<file path="src/rtl/nios2_oci_trace_pkg.sv">
// Shared definitions for the OCI trace packer: atom encodings, default
// frame geometry and the end-of-test sequencing states.
package nios2_oci_trace_pkg;

   localparam int DEF_ATOM_W    = 2;
   localparam int DEF_ATOMS_MAX = 15;
   localparam int DEF_CNT_W     = 4;
   localparam int DEF_DROP_W    = 8;

   // 2'b00 carries no trace information and is never packed
   localparam logic [1:0] ATOM_NONE = 2'b00;
   localparam logic [1:0] ATOM_NT   = 2'b01;
   localparam logic [1:0] ATOM_TK   = 2'b10;
   localparam logic [1:0] ATOM_EXC  = 2'b11;

   typedef enum logic [1:0] {
      RUN   = 2'd0,
      DRAIN = 2'd1,
      ENDED = 2'd2
   } dct_state_e;

endpackage

</file>
<file path="src/rtl/nios2_oci_dct_outreg.sv">
// One-deep valid/ready holding register for a packed trace frame.
// Data reads as zero whenever no frame is offered.
module nios2_oci_dct_outreg
   import nios2_oci_trace_pkg::*;
#(
   parameter int BUF_W = DEF_ATOM_W * DEF_ATOMS_MAX,
   parameter int CNT_W = DEF_CNT_W
) (
   input  logic             i_clk,
   input  logic             i_reset,
   input  logic             i_load,
   input  logic [BUF_W-1:0] i_buf,
   input  logic [CNT_W-1:0] i_cnt,
   input  logic             i_ready,
   output logic             o_valid,
   output logic [BUF_W-1:0] o_buf,
   output logic [CNT_W-1:0] o_cnt
);

   logic             r_valid;
   logic [BUF_W-1:0] r_buf;
   logic [CNT_W-1:0] r_cnt;

   // Load only arrives when the slot is free, so it wins over a same-cycle accept
   always_ff @(posedge i_clk) begin
      if (i_reset) begin
         r_valid <= 1'b0;
         r_buf   <= '0;
         r_cnt   <= '0;
      end else if (i_load) begin
         r_valid <= 1'b1;
         r_buf   <= i_buf;
         r_cnt   <= i_cnt;
      end else if (r_valid && i_ready) begin
         r_valid <= 1'b0;
         r_buf   <= '0;
         r_cnt   <= '0;
      end
   end

   assign o_valid = r_valid;
   assign o_buf   = r_buf;
   assign o_cnt   = r_cnt;

endmodule

</file>
<file path="src/rtl/nios2_oci_dct_packer.sv">
// Packs 2-bit trace atoms into frames of up to ATOMS_MAX atoms, hands them
// downstream over valid/ready and sequences the end-of-test drain.
module nios2_oci_dct_packer
   import nios2_oci_trace_pkg::*;
#(
   parameter int ATOM_W    = DEF_ATOM_W,
   parameter int ATOMS_MAX = DEF_ATOMS_MAX,
   parameter int CNT_W     = DEF_CNT_W,
   parameter int DROP_W    = DEF_DROP_W
) (
   input  logic                        i_clk,
   input  logic                        i_reset,
   input  logic                        i_atom_valid,
   input  logic [ATOM_W-1:0]           i_atom,
   input  logic                        i_flush,
   input  logic                        i_test_end_req,
   output logic [ATOM_W*ATOMS_MAX-1:0] o_dct_buffer,
   output logic [CNT_W-1:0]            o_dct_count,
   output logic                        o_frame_valid,
   input  logic                        i_frame_ready,
   output logic                        o_overflow,
   output logic [DROP_W-1:0]           o_drop_count,
   output logic                        o_test_ending,
   output logic                        o_test_has_ended
);

   localparam int               BUF_W    = ATOM_W * ATOMS_MAX;
   localparam logic [CNT_W-1:0] CNT_FULL = CNT_W'(ATOMS_MAX);

   dct_state_e        r_state;
   logic              r_test_ending;
   logic              r_test_has_ended;
   logic [BUF_W-1:0]  r_acc_buf;
   logic [CNT_W-1:0]  r_acc_cnt;
   logic              r_flush_pend;
   logic              r_overflow;
   logic [DROP_W-1:0] r_drop_count;

   logic              w_frame_valid;
   logic              w_slot_free;
   logic              w_full;
   logic              w_atom_ok;
   logic              w_flush_req;
   logic [BUF_W-1:0]  w_cat_buf;
   logic [CNT_W-1:0]  w_cat_cnt;
   logic [BUF_W-1:0]  w_nxt_buf;
   logic [CNT_W-1:0]  w_nxt_cnt;
   logic              w_load;
   logic              w_drop;

   assign w_slot_free = !w_frame_valid || i_frame_ready;
   assign w_full      = (r_acc_cnt == CNT_FULL);
   assign w_atom_ok   = i_atom_valid && (i_atom != '0) && (r_state == RUN);
   assign w_flush_req = i_flush || r_flush_pend || (r_state == DRAIN);

   // Accumulator contents including this cycle's atom (a full acc cannot take one)
   always_comb begin
      w_cat_buf = r_acc_buf;
      w_cat_cnt = r_acc_cnt;
      if (w_atom_ok && !w_full) begin
         w_cat_buf[int'(r_acc_cnt)*ATOM_W +: ATOM_W] = i_atom;
         w_cat_cnt = r_acc_cnt + CNT_W'(1);
      end
   end

   // Transfer/drop decision; a full acc that transfers restarts with the new atom
   always_comb begin
      w_load    = 1'b0;
      w_drop    = 1'b0;
      w_nxt_buf = w_cat_buf;
      w_nxt_cnt = w_cat_cnt;
      if (w_full) begin
         if (w_slot_free) begin
            w_load    = 1'b1;
            w_nxt_buf = '0;
            w_nxt_cnt = '0;
            if (w_atom_ok) begin
               w_nxt_buf[ATOM_W-1:0] = i_atom;
               w_nxt_cnt             = CNT_W'(1);
            end
         end else if (w_atom_ok) begin
            w_drop = 1'b1;
         end
      end else if (w_slot_free &&
                   ((w_cat_cnt == CNT_FULL) || (w_flush_req && (w_cat_cnt != '0)))) begin
         w_load    = 1'b1;
         w_nxt_buf = '0;
         w_nxt_cnt = '0;
      end
   end

   // Accumulator, pending flush and drop statistics
   always_ff @(posedge i_clk) begin
      if (i_reset) begin
         r_acc_buf    <= '0;
         r_acc_cnt    <= '0;
         r_flush_pend <= 1'b0;
         r_overflow   <= 1'b0;
         r_drop_count <= '0;
      end else begin
         r_acc_buf    <= w_nxt_buf;
         r_acc_cnt    <= w_nxt_cnt;
         r_flush_pend <= (i_flush || r_flush_pend) && (w_nxt_cnt != '0);
         if (w_drop) begin
            r_overflow <= 1'b1;
            if (r_drop_count != '1) r_drop_count <= r_drop_count + DROP_W'(1);
         end
      end
   end

   // End-of-test sequencer with registered status outputs
   always_ff @(posedge i_clk) begin
      if (i_reset) begin
         r_state          <= RUN;
         r_test_ending    <= 1'b0;
         r_test_has_ended <= 1'b0;
      end else begin
         case (r_state)
            RUN: begin
               if (i_test_end_req) begin
                  r_state       <= DRAIN;
                  r_test_ending <= 1'b1;
               end
            end
            DRAIN: begin
               if ((r_acc_cnt == '0) && w_slot_free) begin
                  r_state          <= ENDED;
                  r_test_ending    <= 1'b0;
                  r_test_has_ended <= 1'b1;
               end
            end
            ENDED: ;
            default: begin
               r_state          <= RUN;
               r_test_ending    <= 1'b0;
               r_test_has_ended <= 1'b0;
            end
         endcase
      end
   end

   nios2_oci_dct_outreg #(
      .BUF_W (BUF_W),
      .CNT_W (CNT_W)
   ) u_outreg (
      .i_clk   (i_clk),
      .i_reset (i_reset),
      .i_load  (w_load),
      .i_buf   (w_cat_buf),
      .i_cnt   (w_cat_cnt),
      .i_ready (i_frame_ready),
      .o_valid (w_frame_valid),
      .o_buf   (o_dct_buffer),
      .o_cnt   (o_dct_count)
   );

   assign o_frame_valid    = w_frame_valid;
   assign o_overflow       = r_overflow;
   assign o_drop_count     = r_drop_count;
   assign o_test_ending    = r_test_ending;
   assign o_test_has_ended = r_test_has_ended;

endmodule

</file>
<file path="config.mk">
export PLATFORM = sky130hd
export DESIGN_NAME = nios2_oci_dct_packer
export DESIGN_NICKNAME = d
export VERILOG_FILES = /design/src/rtl/nios2_oci_trace_pkg.sv /design/src/rtl/nios2_oci_dct_outreg.sv /design/src/rtl/nios2_oci_dct_packer.sv
export SDC_FILE = /design/constraint.sdc
export NUM_CORES = 1
export LEC_CHECK = 0
export ABC_CLOCK_PERIOD_IN_PS = 9100
export CORE_MARGIN = 1
export CORE_UTILIZATION = 50
export CTS_BUF_LIST = sky130_fd_sc_hd__clkbuf_16
export DETAILED_ROUTE_END_ITERATION = 8
export PLACE_DENSITY = 0.86
export RECOVER_POWER = 50
export SYNTH_ARGS = -nofsm -noshare
export SYNTH_HDL_FRONTEND = slang
export SYNTH_SLANG_ARGS = --single-unit
</file>
<file path="constraint.sdc">
create_clock -name i_clk -period 9.1 [get_ports i_clk]
set_clock_uncertainty 0.05 [all_clocks]
set_input_delay 0.91 -clock i_clk [delete_from_list [all_inputs] [get_ports i_clk]]
set_output_delay 0.91 -clock i_clk [all_outputs]
set_load 0.005 [all_outputs]
</file>
==> qor_table.md <==
| Metric | This run |
| --- | --- |
| Run status | finished, violations left |
| Violations in the final reports | capacitance limit, slew limit |
| Upper clock frequency limit | 0.2086 GHz |
| Fraction of power consumed by combinational cells | 12.4% |
| Synthesized flop and latch total | 82 |
| Tmin final | 4795 ps |
| Initial DRT Pass Iterations | 5 |
| Yosys Warn Count | 0 |
| Root Buffer | clkbuf_16 |
| # resized after CTS | 0 |
| Number of top-level pins | 54 |
| Number of remaining DRC errors | 0 |
| Share of the clock period used by the worst path after layout | 52.69% |
| Number of DRC markers in iteration 0 | 311 |
| Pin count of the biggest net entering global routing | 70 |
| Internal power of the cells | 0.6338 mW |
| # port buffers | 53 |
| Worst hold margin | 411.2 ps |
| Inst Count DP | 542 |
| Initial antenna violation count | 0 |
| Final number of hold-violating endpoints | 0 |
| Share of synthesized area occupied by flip-flops and latches | 45.05% |
| First-pass GRT wire length | 14.18 mm |
| Slowest cell delay on critical path | 1610 ps |
| Slew at the pin closest to its max-slew limit | 2094 ps |
| Rows | 30 |
| Placed wire-length estimate after detailed placement | 5.774 mm |
| Insertion delay to the later sink of the worst-skew pair | 340 ps |
| Number of distinct library cell variants in the gate-level netlist after synthesis | 45 |
| Area of the multi-input gates | 1843 um^2 |
| Residual antenna-violating net count after detailed routing | 0 |
| Vias in the first global route | 2999 |
| Worst-path fanout max | 49 |
| Post-CTS Setup Inserts | 0 |
| NetSw | 0.2239 mW |
| Count of non-filler cells in the finished layout | 557 |
| Overall die height | 87.37 um |
| Most frequent cell on the critical path | o31ai_1 |
| Utilization after layout | 64.95% |
| Worst hold path type | flop to flop |
| Vias post-DR | 3283 |
| Number of flops mapped to enable cells by yosys | 0 |
| RD Place Congestion | 0.8932 |
| Final Setup Violations | 0 |
| Area of the core region | 6907 um^2 |
| Cell area power density | 191.2 nW/um^2 |
| Share of flip-flops with an asynchronous set or reset after synthesis | 0% |
| Max Used Layer | met4 |
| Sequential cell area | 1642 um^2 |
| Total overflow reported by the global router | 0 |
| Internal reg-to-reg setup slack | 4580 ps |
| Detailed-routed wire length on met3 | 668 um |
| Area growth from synthesis to layout | 23.11% |
| Share of total power consumed by net switching | 26.10% |
| Rel. slew slack | -40.81% |
| CTS tree | yes |
| Initial core utilization | 52.75% |
| Global routing usage summed across all routing layers | 24.02% |
| Crit path DAT | 4990 ps |
| Unrepaired setup endpoints after global routing | false |
| Critical Path Source Type | input pin |
| Most frequent standard cell in the layout excluding fill and tap cells | dfxtp_1 |
| DRT met1 WL | 3.745 mm |
| Total met2 wirelength after detailed routing | 4.094 mm |
| Mapped Cells | 420 |
| Combined buffer and inverter count along the critical path | 2 |
| Sum of routed wire length over all layers | 8.657 mm |
| Worst setup EP type | flop |
| Clock sinks | 82 |
| Final number of max-transition violations | 23 |
| Final-layout fill cell count | 589 |
| Final Power | 0.8576 mW |
| Number of inserted diodes | 0 |
| Slowest CP cell | o31ai_1 |
| Post-synth design cell area | 3643 um^2 |
| Average routed wire per standard cell | 15.54 um |
| Width of the die | 87.37 um |
| Clock network fraction of design power | 44.3% |
| Sequential Power Share | 43.4% |
| Cells traversed along the worst timing path | dlygate4sd3_1, or3b_1, o311a_1, a41o_1, o31ai_1, buf_4, nand3_1, o31ai_1 |
| Fraction of final layout cells with drive strength greater than 1 | 7.375% |
| Detailed-route vias per instance | 5.894 |
| Max-cap viol count | 1 |
| Static leakage power | 1.857 nW |
| Predominant post-synthesis flop cell | dfxtp_1 |
| TNS Setup | 0 ps |
| Commonest non-fill, non-tap cells in the layout | 82 x dfxtp_1, 47 x dlygate4sd3_1, 46 x nor2_1, 43 x nand3_1, 23 x nor3_1 |
| Cts bufs inserted | 9 |
| Final-stage net count | 472 |
| CTS Buffer Depth | 2 |
| Clock edge transition at the registers on the reported setup and hold paths | 60 ps |
| Synth Area per Inst | 8.675 um^2 |
| Critical path's top delay family | compound AO/OA/AOI/OAI gates |
| Worst vdd ir | 143.5 uV |
| Category of the critical setup timing path | input pin to flop |
| Post-Syn Nets | 435 |
| Die footprint | 7633 um^2 |
| Hold-fix buffers at CTS | 0 |
| Worst endpoint required time | 9300 ps |
| Deepest level of the CTS H-tree | 3 |
stage by stage:
step	worst slack, ps	area, um^2
final	4305	4486
after global routing	3881	4486
after CTS	5444	4499
after detailed placement	5095	4193
after global placement	5234	4193
after floorplan	6144	3643
registers in the layout (all words and copies together) (netlist names), 4 cells and up, named ones only:
signal / cells
u_outreg.o_buf: 30
r_acc_buf: 28
o_drop_count: 8
r_acc_cnt: 4
u_outreg.o_cnt: 4
kinds of logic after synthesis:
family,count (synthesis),synth area share [%]
fa+ha+maj,7,2.404
flops,82,45.05
buf+inv,36,4.190
simple gates,184,26.13
compound gates,83,14.87
mux,18,4.945
xor+xnor,10,2.404
cells in the mapped netlist (8+ instances only):
master     n  share of area, %
mux2i_1   18               4.9
a21oi_1   18               2.5
dfxtp_1   82                45
nor3_1    23               3.2
xor2_1     8               1.9
buf_2     11               1.5
nor2_1    46               4.7
o21ai_0   22               3.0
clkbuf_1  19               2.0
nor2b_1    8               1.4
nand2_1   20               2.1
o31ai_1   16               3.3
nand3_1   43               5.9
a31oi_1   10               1.7
worst reg2reg max path, stage by stage, from the launching register on:
cell and delay [ps]:
dfxtp_1 640, inv_1 280, ha_1 480, nor2_1 120
and4_1 220, a211oi_1 100, o31ai_1 1660, buf_4 640
nand3_1 160, o31ai_1 100
layout make-up:
cell class	count	share of cell area, %
multi-input cells	302	41.09
repair buffers	57	12.38
clock inverters	6	1.813
clock buffers	9	5.021
flip-flops and latches	82	36.60
inverters	5	0.4184
well taps	96	2.678
path summary, 6_finish.rpt:
path | startpoint | end | cells after the start
min | o_overflow | o_overflow | 2
max reg2reg | r_acc_cnt[0] | u_outreg.o_buf[4] | 9
max | i_atom_valid | u_outreg.o_buf[4] | 8
min reg2reg | o_overflow | o_overflow | 2
per-layer routing:
metal	global-route usage (%)	vias up
met5	0	-
met4	9.091	0
met3	7.488	18
met2	38.00	154
met1	30.66	1534
li1	-	1577
power by group through the flow:
stage / sequential, mW / clock (mW) / combinational, mW
5_1_grt: 0.373 / 0.397 / 0.117
3_3_place_gp: 0.380 / 0 / 0.103
4_1_cts: 0.372 / 0.383 / 0.107
6_report: 0.372 / 0.380 / 0.106
2_1_floorplan: 0.377 / 0 / 0.0804
3_5_place_dp: 0.380 / 0 / 0.105
Power figures use the tool's default switching activity.
